==> config.mk <==
export PLATFORM = sky130hd
export DESIGN_NAME = crc_stream_flat
export DESIGN_NICKNAME = d
export VERILOG_FILES = /design/src/rtl/crc_stream_pkg.sv /design/src/rtl/crc_stream_if.sv /design/src/rtl/crc_stream_step.sv /design/src/rtl/crc_stream.sv /design/src/flat_wrapper.sv
export SDC_FILE = /design/constraint.sdc
export NUM_CORES = 1
export LEC_CHECK = 0
export CAP_MARGIN = 20
export CORE_UTILIZATION = 49
export DETAILED_ROUTE_END_ITERATION = 6
export PLACE_DENSITY = 0.75
export SYNTH_ARGS = -nofsm -noshare
export SYNTH_HDL_FRONTEND = slang
export SYNTH_SLANG_ARGS = --single-unit
==> constraint.sdc <==
create_clock -name clk -period 2.3 [get_ports clk]
set_clock_uncertainty 0.15 [all_clocks]
set_input_delay 0.46 -clock clk [delete_from_list [all_inputs] [get_ports clk]]
set_output_delay 0.46 -clock clk [all_outputs]
set_load 0.02 [all_outputs]
==> src/rtl/crc_stream_pkg.sv <==
// crc_stream_pkg: FSM state type and CRC helper functions
// shared by the crc_stream engine and its fold sub-module.
package crc_stream_pkg;

  typedef enum logic [1:0] {
    IDLE,
    RUN,
    DONE
  } state_t;

  // Reverse the low w bits of v.
  function automatic logic [31:0] reflect(
    input logic [31:0] v,
    input int          w
  );
    logic [31:0] r;
    logic [31:0] s;
    r = '0;
    s = v;
    for (int i = 0; i < 32; i++) begin
      if (i < w) begin
        r = {r[30:0], s[0]};
        s = s >> 1;
      end
    end
    return r;
  endfunction

  // MSB-first LFSR step over one byte, w-bit register.
  function automatic logic [31:0] crc_step_byte(
    input logic [31:0] crc,
    input logic [7:0]  d,
    input logic [31:0] poly,
    input int          w
  );
    logic [31:0] c;
    logic [31:0] msb;
    logic [31:0] mask;
    logic [7:0]  s;
    logic        fb;
    c    = crc;
    s    = d;
    msb  = 32'd1 << (w - 1);
    mask = (32'd1 << w) - 32'd1;
    for (int i = 0; i < 8; i++) begin
      fb = (|(c & msb)) ^ s[7];
      c  = (c << 1) & mask;
      if (fb) c = c ^ poly;
      s  = {s[6:0], 1'b0};
    end
    return c & mask;
  endfunction

  // Raw register left after a good message plus its CRC:
  // the final XOR pattern, in wire bit order, folded from 0.
  function automatic logic [31:0] residue(
    input logic [31:0] poly,
    input logic [31:0] xorout,
    input int          w,
    input bit          refin
  );
    logic [31:0] r;
    logic [31:0] x;
    logic [31:0] msb;
    logic [31:0] mask;
    logic        fb;
    r    = '0;
    x    = refin ? reflect(xorout, w) : xorout;
    msb  = 32'd1 << (w - 1);
    mask = (32'd1 << w) - 32'd1;
    for (int i = 0; i < 32; i++) begin
      if (i < w) begin
        fb = (|(r & msb)) ^ (|(x & msb));
        r  = (r << 1) & mask;
        x  = x << 1;
        if (fb) r = r ^ poly;
      end
    end
    return r;
  endfunction

endpackage

==> src/rtl/crc_stream_if.sv <==
// crc_stream_if: input word stream and result stream of crc_stream.
// master = source/consumer side, slave = engine. CRC_KEEP_EN adds in_keep.
interface crc_stream_if #(
  parameter int DATA_W = 8,
  parameter int CRC_W  = 16,
  parameter int LEN_W  = 16
);

  logic              in_valid;
  logic              in_ready;
  logic [DATA_W-1:0] in_data;
  logic              in_first;
  logic              in_last;
  logic              check_mode;
`ifdef CRC_KEEP_EN
  logic [DATA_W/8-1:0] in_keep;
`endif
  logic              out_valid;
  logic              out_ready;
  logic [CRC_W-1:0]  crc_out;
  logic              crc_ok;
  logic [LEN_W-1:0]  out_len;

  modport master (
    output in_valid, in_data, in_first, in_last,
    output check_mode, out_ready,
`ifdef CRC_KEEP_EN
    output in_keep,
`endif
    input  in_ready, out_valid, crc_out, crc_ok, out_len
  );

  modport slave (
    input  in_valid, in_data, in_first, in_last,
    input  check_mode, out_ready,
`ifdef CRC_KEEP_EN
    input  in_keep,
`endif
    output in_ready, out_valid, crc_out, crc_ok, out_len
  );

endinterface

==> src/rtl/crc_stream_step.sv <==
// crc_stream_step: folds one DATA_W word into the CRC register, MSB byte
// first. Ports: crc_in, data, keep (CRC_KEEP_EN only), crc_out.
module crc_stream_step
  import crc_stream_pkg::*;
#(
  parameter int               CRC_W  = 16,
  parameter logic [CRC_W-1:0] POLY   = 16'h1021,
  parameter int               DATA_W = 8,
  parameter bit               REFIN  = 1'b0
) (
  input  logic [CRC_W-1:0]    crc_in,
  input  logic [DATA_W-1:0]   data,
`ifdef CRC_KEEP_EN
  input  logic [DATA_W/8-1:0] keep,
`endif
  output logic [CRC_W-1:0]    crc_out
);

  localparam int          NB  = DATA_W / 8;
  localparam logic [31:0] P32 = 32'(POLY);

  logic [31:0] c;
  logic [31:0] r32;
  logic [7:0]  d;

  always_comb begin
    c   = '0;
    r32 = '0;
    d   = '0;
    c[CRC_W-1:0] = crc_in;
    for (int b = NB - 1; b >= 0; b--) begin
      d = data[b*8 +: 8];
      if (REFIN) begin
        r32 = reflect({24'd0, d}, 8);
        d   = r32[7:0];
      end
`ifdef CRC_KEEP_EN
      if (keep[b]) c = crc_step_byte(c, d, P32, CRC_W);
`else
      c = crc_step_byte(c, d, P32, CRC_W);
`endif
    end
    crc_out = c[CRC_W-1:0];
  end

endmodule

==> src/rtl/crc_stream.sv <==
// crc_stream: framed streaming CRC engine with held result and residue check.
// Ports: clk, rst (async, active low), bus (crc_stream_if.slave). Macro CRC_KEEP_EN
// enables the last-word byte mask; out_len then counts bytes, not words.
module crc_stream
  import crc_stream_pkg::*;
#(
  parameter int               CRC_W  = 16,
  parameter logic [CRC_W-1:0] POLY   = 16'h1021,
  parameter logic [CRC_W-1:0] INIT   = 16'hFFFF,
  parameter logic [CRC_W-1:0] XOROUT = 16'h0000,
  parameter int               DATA_W = 8,
  parameter bit               REFIN  = 1'b0,
  parameter bit               REFOUT = 1'b0,
  parameter int               LEN_W  = 16
) (
  input logic         clk,
  input logic         rst,
  crc_stream_if.slave bus
);

  localparam int          NB    = DATA_W / 8;
  localparam int          LW1   = LEN_W + 1;
  localparam logic [31:0] RES32 =
    residue(32'(POLY), 32'(XOROUT), CRC_W, REFIN);
  localparam logic [CRC_W-1:0] RES = RES32[CRC_W-1:0];

  state_t state_q, state_d;

  logic [CRC_W-1:0] crc_q;
  logic [CRC_W-1:0] base;
  logic [CRC_W-1:0] step_out;
  logic [CRC_W-1:0] fin;
  logic [31:0]      fin32;
  logic [LEN_W-1:0] cnt_q;
  logic [LEN_W-1:0] cnt_base;
  logic [LEN_W-1:0] cnt_d;
  logic [LW1-1:0]   inc;
  logic [LW1-1:0]   sum;
  logic             chk_q;
  logic             chk_d;
  logic [CRC_W-1:0] res_crc_q;
  logic             res_ok_q;
  logic [LEN_W-1:0] res_len_q;
  logic             in_ready;
  logic             acc;
  logic             fold;
  logic             cap;

  assign in_ready = (state_q == DONE) ? bus.out_ready : 1'b1;
  assign acc      = bus.in_valid & in_ready;
  // Outside a frame only a first word is folded; others are dropped.
  assign fold     = acc & (bus.in_first | (state_q == RUN));
  assign cap      = fold & bus.in_last;

  assign base     = bus.in_first ? INIT : crc_q;
  assign cnt_base = bus.in_first ? '0 : cnt_q;
  assign chk_d    = bus.in_first ? bus.check_mode : chk_q;

`ifdef CRC_KEEP_EN
  logic [NB-1:0] keep_eff;

  always_comb begin
    keep_eff = '1;
    if (bus.in_last && (bus.in_keep != '0)) keep_eff = bus.in_keep;
    inc = '0;
    for (int i = 0; i < NB; i++) inc = inc + LW1'(keep_eff[i]);
  end
`else
  assign inc = LW1'(1);
`endif

  assign sum   = {1'b0, cnt_base} + inc;
  assign cnt_d = sum[LEN_W] ? '1 : sum[LEN_W-1:0];

  crc_stream_step #(
    .CRC_W  (CRC_W),
    .POLY   (POLY),
    .DATA_W (DATA_W),
    .REFIN  (REFIN)
  ) u_step (
    .crc_in  (base),
    .data    (bus.in_data),
`ifdef CRC_KEEP_EN
    .keep    (keep_eff),
`endif
    .crc_out (step_out)
  );

  always_comb begin
    fin32 = '0;
    fin32[CRC_W-1:0] = step_out;
    if (REFOUT) fin32 = reflect(fin32, CRC_W);
    fin = fin32[CRC_W-1:0] ^ XOROUT;
  end

  always_comb begin
    state_d = state_q;
    unique case (state_q)
      IDLE: begin
        if (acc && bus.in_first)
          state_d = bus.in_last ? DONE : RUN;
      end
      RUN: begin
        if (acc && bus.in_last) state_d = DONE;
      end
      DONE: begin
        // A first word taken with the result handshake starts
        // the next frame without a bubble.
        if (bus.out_ready) begin
          if (acc && bus.in_first)
            state_d = bus.in_last ? DONE : RUN;
          else
            state_d = IDLE;
        end
      end
      default: state_d = IDLE;
    endcase
  end

  always_ff @(posedge clk or negedge rst) begin
    if (!rst) state_q <= IDLE;
    else      state_q <= state_d;
  end

  always_ff @(posedge clk or negedge rst) begin
    if (!rst) begin
      crc_q     <= INIT;
      cnt_q     <= '0;
      chk_q     <= 1'b0;
      res_crc_q <= '0;
      res_ok_q  <= 1'b0;
      res_len_q <= '0;
    end else begin
      if (fold) begin
        crc_q <= step_out;
        cnt_q <= cnt_d;
        chk_q <= chk_d;
      end
      if (cap) begin
        res_crc_q <= fin;
        res_ok_q  <= chk_d && (step_out == RES);
        res_len_q <= cnt_d;
      end
    end
  end

  assign bus.in_ready  = in_ready;
  assign bus.out_valid = (state_q == DONE);
  assign bus.crc_out   = res_crc_q;
  assign bus.crc_ok    = res_ok_q;
  assign bus.out_len   = res_len_q;

endmodule

==> src/flat_wrapper.sv <==
// flat-port wrapper written by rule: the top's interface ports become plain ports
module crc_stream_flat import crc_stream_pkg::*;
#(
  parameter int               CRC_W  = 16,
  parameter logic [CRC_W-1:0] POLY   = 16'h1021,
  parameter logic [CRC_W-1:0] INIT   = 16'hFFFF,
  parameter logic [CRC_W-1:0] XOROUT = 16'h0000,
  parameter int               DATA_W = 8,
  parameter bit               REFIN  = 1'b0,
  parameter bit               REFOUT = 1'b0,
  parameter int               LEN_W  = 16
)
  (clk, rst, bus_in_valid, bus_in_data, bus_in_first, bus_in_last, bus_check_mode, bus_out_ready, bus_in_ready, bus_out_valid, bus_crc_out, bus_crc_ok, bus_out_len);
  crc_stream_if #(.DATA_W(DATA_W), .CRC_W(CRC_W), .LEN_W(LEN_W)) bus_i ();
  input logic clk;
  input logic rst;
  input wire logic [$bits(bus_i.in_valid)-1:0] bus_in_valid;
  input wire logic [$bits(bus_i.in_data)-1:0] bus_in_data;
  input wire logic [$bits(bus_i.in_first)-1:0] bus_in_first;
  input wire logic [$bits(bus_i.in_last)-1:0] bus_in_last;
  input wire logic [$bits(bus_i.check_mode)-1:0] bus_check_mode;
  input wire logic [$bits(bus_i.out_ready)-1:0] bus_out_ready;
  output wire logic [$bits(bus_i.in_ready)-1:0] bus_in_ready;
  output wire logic [$bits(bus_i.out_valid)-1:0] bus_out_valid;
  output wire logic [$bits(bus_i.crc_out)-1:0] bus_crc_out;
  output wire logic [$bits(bus_i.crc_ok)-1:0] bus_crc_ok;
  output wire logic [$bits(bus_i.out_len)-1:0] bus_out_len;
  assign bus_i.in_valid = bus_in_valid;
  assign bus_i.in_data = bus_in_data;
  assign bus_i.in_first = bus_in_first;
  assign bus_i.in_last = bus_in_last;
  assign bus_i.check_mode = bus_check_mode;
  assign bus_i.out_ready = bus_out_ready;
  assign bus_in_ready = bus_i.in_ready;
  assign bus_out_valid = bus_i.out_valid;
  assign bus_crc_out = bus_i.crc_out;
  assign bus_crc_ok = bus_i.crc_ok;
  assign bus_out_len = bus_i.out_len;
  crc_stream #(.CRC_W(CRC_W), .POLY(POLY), .INIT(INIT), .XOROUT(XOROUT), .DATA_W(DATA_W), .REFIN(REFIN), .REFOUT(REFOUT), .LEN_W(LEN_W)) u_core (.clk(clk), .rst(rst), .bus(bus_i));
endmodule
---- Word-level counts from Yosys, hierarchy flattened ----
Cells that the tools add are included.
operators by class
  add/subtract/negate cells ............... 1
  eq/ne operators ......................... 5
  muxes and demuxes ....................... 19
  bitwise gates (word level) .............. 20
  reductions and logical operators ........ 6
operators by type and width
  cell                                                  number
  two-way mux 13 bit                                    8
  two-way mux 16 bit                                    3
  NOT 3 bit                                             8
  adder 16 x 1 -> 17 bit (second input constant)        1
  logical NOT 16 bit                                    1
  two-way mux 2 bit                                     5
  bitwise XOR 1 bit                                     8
  case mux 2 bit (3 select lines)                       1
  != test 2 bit (second input constant)                 2
  bitwise AND 1 bit                                     3
  logical AND 1 bit                                     3
  AND reduction 3 bit                                   1
  equality test 2 x 1 -> 1 bit (second input constant)  1
  equality test 2 bit (second input constant)           1
  logical NOT 2 bit                                     1
  two-way mux 1 bit                                     2
  != test 2 x 1 -> 1 bit (second input constant)        1
  bitwise OR 1 bit                                      1
word-level totals
  register bits ........................... 68
  bits of input ports ..................... 15
  output and inout bits ................... 35
  logic and storage cells ................. 58

---- Longest topological paths before layout ----
Gate-level depths: netlist of the first run.
  depth in word-level cells ............... 19
  gate-level depth with buffers ........... 12
  mapped depth without buffers ............ 9

---- Cells and area by module ----
Synthesis of the first run repeated with hierarchy kept, for this count alone.
second synthesis, totals
  cell total of the unflattened synthesis .. 368
  area total of the unflattened synthesis .. 3756.1 µm²
by module, submodules not included
  module           instances  cells each  area each (µm²)  seq. area each (µm²)
  crc_stream       1          343         3353.2           1721.7
  crc_stream_step  1          25          402.9            0.0

---- Worst setup path after synthesis of the first run ----
Ideal clock, no wire load.
  path type ............................... input to register
  start point ............................. input bus_in_first
  end point ............................... register u_core.cnt_q[14]
  setup time .............................. 0.121 ns
  arrival time ............................ 2.460 ns
  data required time ...................... 2.029 ns
  slack ................................... -0.431 ns
  stages .................................. 11
  path buffers ............................ 3
  cell sequence ........................... buf_4 clkbuf_1 clkbuf_1 nor2b_1 ha_1 nand4b_1 nor4b_4 nand4_1 nor2_1 a21oi_1 o22a_1
on the way
  longest elaborated chain between the ends .. 3
  elaborated cells between the ends (all ways) .. 5
  classes of those cells .................. 1 x add/sub; 2 x mux; 2 x bitwise
RTL lines
  element                 RTL line            text
  start, declared         flat_wrapper.sv:19  input wire logic [$bits(bus_i.in_first)-1:0] bus_in_first;
  two-way mux 16 bit      crc_stream.sv:56    assign cnt_base = bus.in_first ? '0 : cnt_q;
  adder 16 x 1 -> 17 bit  crc_stream.sv:72    assign sum = {1'b0, cnt_base} + inc;
  two-way mux 16 bit      crc_stream.sv:73    assign cnt_d = sum[LEN_W] ? '1 : sum[LEN_W-1:0];
  end signal, assigned    crc_stream.sv:136   cnt_q <= cnt_d;
  end, declared           crc_stream.sv:34    logic [LEN_W-1:0] cnt_q;
Several ways; a longest one is shown, not always the timed one.
A chain may end at the register's enable or synchronous reset.

---- Worst setup path after layout of the first run ----
  start point ............................. register u_core.cnt_q[0]
  end point ............................... register u_core.cnt_q[14]
on the way
  longest elaborated chain between the ends .. 3
RTL lines
  element                 RTL line
  two-way mux 16 bit      crc_stream.sv:56
  adder 16 x 1 -> 17 bit  crc_stream.sv:72
  two-way mux 16 bit      crc_stream.sv:73
Every way passes these cells.

==> results of run 1 <==
worst min-delay path by stage:
| stage | from | to | slack (ps) | depth (start not counted) |
|---|---|---|---|---|
| 4_1_cts | u_core.bus.out_len[1]$_DFFE_PN0P_ | u_core.bus.out_len[1]$_DFFE_PN0P_ | 340 | 2 |
| 3_3_place_gp | u_core.bus.out_len[1]$_DFFE_PN0P_ | u_core.bus.out_len[1]$_DFFE_PN0P_ | 310 | 2 |
| 5_1_grt | u_core.bus.crc_ok$_DFFE_PN0P_ | u_core.bus.crc_ok$_DFFE_PN0P_ | 350 | 2 |
| 3_5_place_dp | u_core.bus.out_len[1]$_DFFE_PN0P_ | u_core.bus.out_len[1]$_DFFE_PN0P_ | 320 | 2 |
| 2_1_floorplan | rst | u_core.bus.crc_ok$_DFFE_PN0P_ | 10 | 0 |
| 6_report | u_core.bus.crc_out[6]$_DFFE_PN0P_ | u_core.bus.crc_out[6]$_DFFE_PN0P_ | 330 | 2 |
cell usage after synthesis, types with 2 or more instances:
cell type   n  share of area (%)
o21a_1      2               0.42
dfrtp_1    52                 36
nand4_1     7                1.2
dfstp_2    16                 12
mux2i_1     5                1.4
nand2_1    63                6.6
and2_1      2               0.35
o21ai_0    47                6.6
nand3_1     6               0.84
a21oi_1    14                2.0
xor2_1     12                2.9
o31ai_1     2               0.42
o211ai_1    4               0.84
nand2b_1    3               0.53
buf_2       8                1.1
nor3_1      5               0.70
a31oi_1     8                1.4
inv_1       7               0.74
o22a_1      8                2.0
nand3b_1    2               0.42
nor2_1     40                4.2
mux2_2      2               0.63
clkbuf_1   12                1.3
nor2b_1     9                1.6
xnor2_1    34                8.3
worst max-delay path, cell delays in order (launching register included):
cell	delay (ps)
dfrtp_1	420
nand2b_4	80
inv_4	60
ha_4	130
nand4b_1	190
nor4b_4	400
buf_4	180
nand4_1	150
nor2_1	160
a21oi_1	80
o22a_1	180
final cells by class:
cell class	instances	area, um^2
Fill cell	525	1920
Sequential cell	68	1720
Multi-Input combinational cell	292	1790
Timing Repair Buffer	118	1050
Clock buffer	10	138
Clock inverter	6	135
Tap cell	96	120
Inverter	8	32.5
power groups by stage:
stage	clock network, mW	registers [mW]	logic [mW]
floorplan	0	2.08	1.03
global placement	0	1.90	2.16
detailed placement	0	1.92	2.21
CTS	1.34	1.91	2.24
global route	1.40	1.95	2.43
finish	1.33	1.91	2.24
through the flow:
stage / cell area [um^2] / setup TNS, ps / power [mW] / worst slack, ps / util [%]
2_1_floorplan: 3630 / -6730 / 3.11 / -321 / -
6_report: 4990 / 0 / 5.48 / 18.1 / 72.2
3_3_place_gp: 4600 / -20160 / 4.06 / -505 / 66.6
5_1_grt: 4990 / -357 / 5.78 / -80.0 / 72.2
3_5_place_dp: 4600 / -23940 / 4.14 / -626 / 66.6
4_1_cts: 4920 / 0 / 5.49 / 70.8 / 71.2
layer usage:
metal  vias up  part of all wire (%)
li1       1538                     -
met1      1489                    44
met2        65                    51
met3        20                   3.0
met4         0                   2.4
met5         -                     0
what timing repair did:
item / 4_1_cts / 5_1_grt
buffers inserted: 4 / 6
endpoints found under the hold margin: 25 / 0
gates resized for setup: 4 / 9
endpoints found under the setup margin: 36 / 7
hold buffers: 1 / 0
pin swaps: 4 / 5
sequential cells by signal (all words and copies together), names as in the netlist:
register            count
u_core.bus.crc_ok       1
u_core.chk_q            1
u_core.bus.out_len     16
u_core.state_q          2
u_core.cnt_q           16
u_core.crc_q           16
u_core.bus.crc_out     16
logic make-up (layout without fill, tap and decap cells):
| logic type | after synthesis | in the layout | share of synthesized area [%] |
|---|---|---|---|
| AOI/OAI and AO/OA | 89 | 89 | 14.8 |
| xor gates and xnor gates | 47 | 47 | 11.8 |
| adders and majority gates | 1 | 1 | 0.351 |
| buffers and inverters | 29 | 142 | 3.44 |
| DFF | 68 | 68 | 48.3 |
| muxes | 7 | 7 | 2.03 |
| and+or+nand+nor | 148 | 148 | 19.4 |
==> flow_summary.ini, run 1 <==
[status]
status = finished clean

[finish]
diodes = 0
instances_no_fill = 598
final_nets = 513
drive_above_1_share_pct = 24.3
layout-area-overhead-vs-synth_pct = 39.8
layout_common_cells = 64 x buf_4, 60 x nand2_1, 52 x dfrtp_1, 46 x clkdlybuf4s50_1, 41 x o21ai_0
final_common_cell = buf_4

[power_and_ir_drop]
power.internal_mw = 3.63
p_seq_share_pct = 34.8
combPwrFrac_pct = 40.9
p_sw_share_pct = 33.8
powerDensity_nw_per_um2 = 1100
clkPwrFrac_pct = 24.3
vdd_drop_max_mv = 0.730
power.switching_mw = 1.85
power_leakage_nw = 2.13

[synth]
synth_area_um2 = 3570
netlist_instances = 389
synth.avg_cell_area_um2 = 9.17
yosys_warnings = 0
async_flop_share_pct = 100
synth_seq_cells = 68
synth.distinct_cells = 44
synthesis.nets = 405
synth_edf_count = 0
synth-seq-area-share_pct = 48.3
synth_ff_type = dfrtp_1

[timing]
hold_ws_ps = 329
maxSlewViolCount = 0
finalSetupViolations = 0
slew_headroom_pct = 70.9
worstMarginPinSlew_ps = 431
rsz0062_at_grt = true
post-route-period-util_pct = 99.2
fmax_mhz = 438
hold_viol = 0
period_needed_ps = 2280

[run]
maxCapViolCount = 0

[hold_path]
hp-class = reg -> reg

[critical_path]
r2r_setup_slack_ps = 20
critPathKind = reg -> reg
crit_path_start_kind = flop
cp-end-kind = flop
crit_start = u_core.cnt_q[0]$_DFFE_PN0P_
r2r_cells = 10
cp-endpoint = u_core.cnt_q[14]$_DFFE_PN0P_
worstPathMaxFanout = 4
r2r-start = u_core.cnt_q[0]$_DFFE_PN0P_
r2r-end = u_core.cnt_q[14]$_DFFE_PN0P_
worst-endpoint-arrival_ps = 2360
required_ps = 2380

[global_route]
grt_pass1_vias = 2955
grt_pass1_wl_mm = 13.8
grt_util_met3_pct = 3.98
antenna_found_initial = 0
use_met1_pct = 28.9
grt_max_degree = 69
globalRouteOverflowTotal = 0
grt_busiest_layer = met2
grt.total_usage_pct = 23.9
met2_usage_pct = 42.0

[floorplanning]
num_rows = 30
pin_count = 50
dieArea_um2 = 7620
die_w_um = 87.3
coreArea_um2 = 6910
start_util_pct = 51.6
die_y_um = 87.3

[clock_network]
htree_levels = 3
cts_tree = yes
numCtsBuffers = 9
cts_sinks = 68
ctsLongestPathBuffers = 2
path_clk_slew_ps = 80
worstSkewPairLatency_ps = 340
cts-root-buf = clkbuf_8

[detailed_routing]
remaining_drc_errors = 0
antenna_left = 0
dr.pass1.iters = 4
totalWireLength_mm = 8.67
drtIter0Drc = 168
wl_per_cell_um = 14.5
viasPerCell = 5.20
vias = 3112

[place]
place.gp.congestion = 0.895
portBuffers = 49
dp.final_hpwl_mm = 5.96
dp.cells = 571
No activity file was read; power rests on OpenSTA's default activity.
==> run 2: changes to the inputs <==
--- a/config.mk
+++ b/config.mk
@@ -7,6 +7,7 @@
 export LEC_CHECK = 0
 export CAP_MARGIN = 20
 export CORE_UTILIZATION = 49
+export CTS_CLUSTER_SIZE = 24
 export DETAILED_ROUTE_END_ITERATION = 6
 export PLACE_DENSITY = 0.75
 export SYNTH_ARGS = -nofsm -noshare
==> results of run 2 <==
Same layout as run 1: the final DEF is identical, and so are final timing and power.
==> run 3: changes to the inputs <==
--- a/config.mk
+++ b/config.mk
@@ -10,6 +10,8 @@
 export CTS_CLUSTER_SIZE = 24
 export DETAILED_ROUTE_END_ITERATION = 6
 export PLACE_DENSITY = 0.75
+export SLEW_MARGIN = 20
 export SYNTH_ARGS = -nofsm -noshare
 export SYNTH_HDL_FRONTEND = slang
 export SYNTH_SLANG_ARGS = --single-unit
+export TNS_END_PERCENT = 5
==> run 3 against run 2 <==
  * Clock power shrank 24%
  * Highest routed layer unchanged
  * Hold slack is essentially flat
  * Critical path depth shrank 1
  * Largest cell class unchanged
  * Largest power group unchanged
  * Via count shrank 0.84%
  * Flip-flop and latch count is the same
  * Utilization shrank 3.3 points
  * Global-route usage grew 0.44 points
==> flow_summary.ini, run 3 (synthesized netlist as in run 1, its figures left out) <==
[finish]
fillers = 567
final_area_um2 = 4760
diodes = 0
layout-area-overhead-vs-synth_pct = 33.5
final_common_cell = nand2_1
layout_common_cells = 62 x nand2_1, 54 x buf_4, 52 x dfrtp_1, 46 x o21ai_0, 46 x clkdlybuf4s50_1
register_area_um2 = 1720
final_nets = 502
drive_above_1_share_pct = 21.4
post-route-util_pct = 69.0
multi_input_area_um2 = 1760

[global_route]
grt_pass1_wl_mm = 14.1
grt.total_usage_pct = 24.3
grt_max_degree = 69
globalRouteOverflowTotal = 0
antenna_found_initial = 0
grt_pass1_vias = 3010

[timing]
fin_setup_tns_ps = 0
maxSlewViolCount = 0
fmax_mhz = 445
rsz0062_at_grt = true
finalSetupViolations = 0
period_needed_ps = 2240
hold_viol = 0
slew_headroom_pct = 73.5
hold_ws_ps = 329
worstMarginPinSlew_ps = 394
post-route-period-util_pct = 97.6

[power_and_ir_drop]
power_leakage_nw = 2.03
vdd_drop_max_mv = 0.631
powerDensity_nw_per_um2 = 1070
p_total_mw = 5.08

[clock_network]
worstSkewPairLatency_ps = 360
htree_levels = 3
cts-root-buf = clkbuf_8
path_clk_slew_ps = 70
cts_tree = yes
cts_sinks = 68
numCtsBuffers = 9
ctsLongestPathBuffers = 2

[hold_path]
hp-class = reg -> reg
holdPathStages = 2
min_from = u_core.bus.crc_out[11]$_DFFE_PN0P_
whs_endpoint = u_core.bus.crc_out[11]$_DFFE_PN0P_

[floorplanning]
coreArea_um2 = 6910
die_y_um = 87.3
die_w_um = 87.3
dieArea_um2 = 7620
pin_count = 50
num_rows = 30
start_util_pct = 51.6

[critical_path]
r2r-end = u_core.cnt_q[10]$_DFFE_PN0P_
worst-endpoint-arrival_ps = 2390
r2r-start = u_core.cnt_q[1]$_DFFE_PN0P_
worstPathMaxFanout = 6
cp-end-kind = flop
r2r_cells = 9
required_ps = 2440
r2r_setup_slack_ps = 60
crit_path_start_kind = flop
critPathKind = reg -> reg

[place]
portBuffers = 49
dp.final_hpwl_mm = 5.95
place.gp.congestion = 0.893
dpl-instance-area_um2 = 4520

[detailed_routing]
remaining_drc_errors = 0
antenna_left = 0
drtIter0Drc = 138
viasPerCell = 5.27
vias = 3086
wl_per_cell_um = 14.2
totalWireLength_mm = 8.30
dr.pass1.iters = 5

[run]
maxCapViolCount = 0

[status]
status = finished clean
run 3: changes by cell type in the layout (fill, tap and decap cells not counted), sizes merged:
cell | previous run | this run
buf | 69 | 58
bufinv | 4 | 1
clkbuf | 11 | 14
clkinvlp | 2 | 0
clkinv | 0 | 1
run 3: how the worst max path moves through the flow:
| stage | from | slack [ps] | depth (start not counted) | end |
|---|---|---|---|---|
| 6_report | u_core.cnt_q[1]$_DFFE_PN0P_ | 60 | 9 | u_core.cnt_q[10]$_DFFE_PN0P_ |
| 5_1_grt | u_core.cnt_q[1]$_DFFE_PN0P_ | -70 | 9 | u_core.cnt_q[6]$_DFFE_PN0P_ |
| 4_1_cts | bus_in_first | 40 | 11 | u_core.cnt_q[10]$_DFFE_PN0P_ |
| 3_5_place_dp | bus_in_first | -590 | 11 | u_core.bus.out_len[3]$_DFFE_PN0P_ |
| 3_3_place_gp | bus_in_first | -530 | 11 | u_core.cnt_q[10]$_DFFE_PN0P_ |
| 2_1_floorplan | bus_in_first | -320 | 11 | u_core.cnt_q[14]$_DFFE_PN0P_ |
run 3: where the power goes:
part	switching, mW	total [mW]	leakage [nW]	internal, mW
sequential	0.274	1.91	0.833	1.64
clock	0.460	1.01	0.0995	0.554
combinational	1.06	2.16	1.10	1.10
run 3: per-layer routing:
layer,global-route usage (%),routed length (um)
met4,10.3,226
met5,0,0
met3,5.40,344
met1,30.4,3490
met2,40.6,4240
run 3: final cells by class:
cell class / count / area share [%]
clock buffer: 13 / 3.34
clock inverter: 2 / 0.735
tap: 96 / 2.52
multi-input combinational: 292 / 37.0
sequential: 68 / 36.1
inverter: 8 / 0.630
timing repair buffer: 107 / 19.7
run 3: per-stage QoR:
stage / std cells / setup slack, ps
2_1_floorplan: 389 / -322
3_3_place_gp: 569 / -533
3_5_place_dp: 569 / -588
4_1_cts: 585 / 40.4
5_1_grt: 586 / -74.1
6_report: 586 / 55.3
run 3: critical path: stages, from the launching register on:
cell and delay (ps):
dfrtp_1 430, nor2b_4 180, ha_2 190, nand4b_1 180
nor4b_4 370, nand3_1 150, buf_6 170, nand2_1 150
nor2_1 90, nor2_1 120
run 3: what timing repair did:
item	4_1_cts	5_1_grt
setup endpoints to repair	35	31
buffers inserted	0	1
resized for setup	3	12
hold endpoints to repair	52	0
pin swaps	1	3
hold buffers	1	0
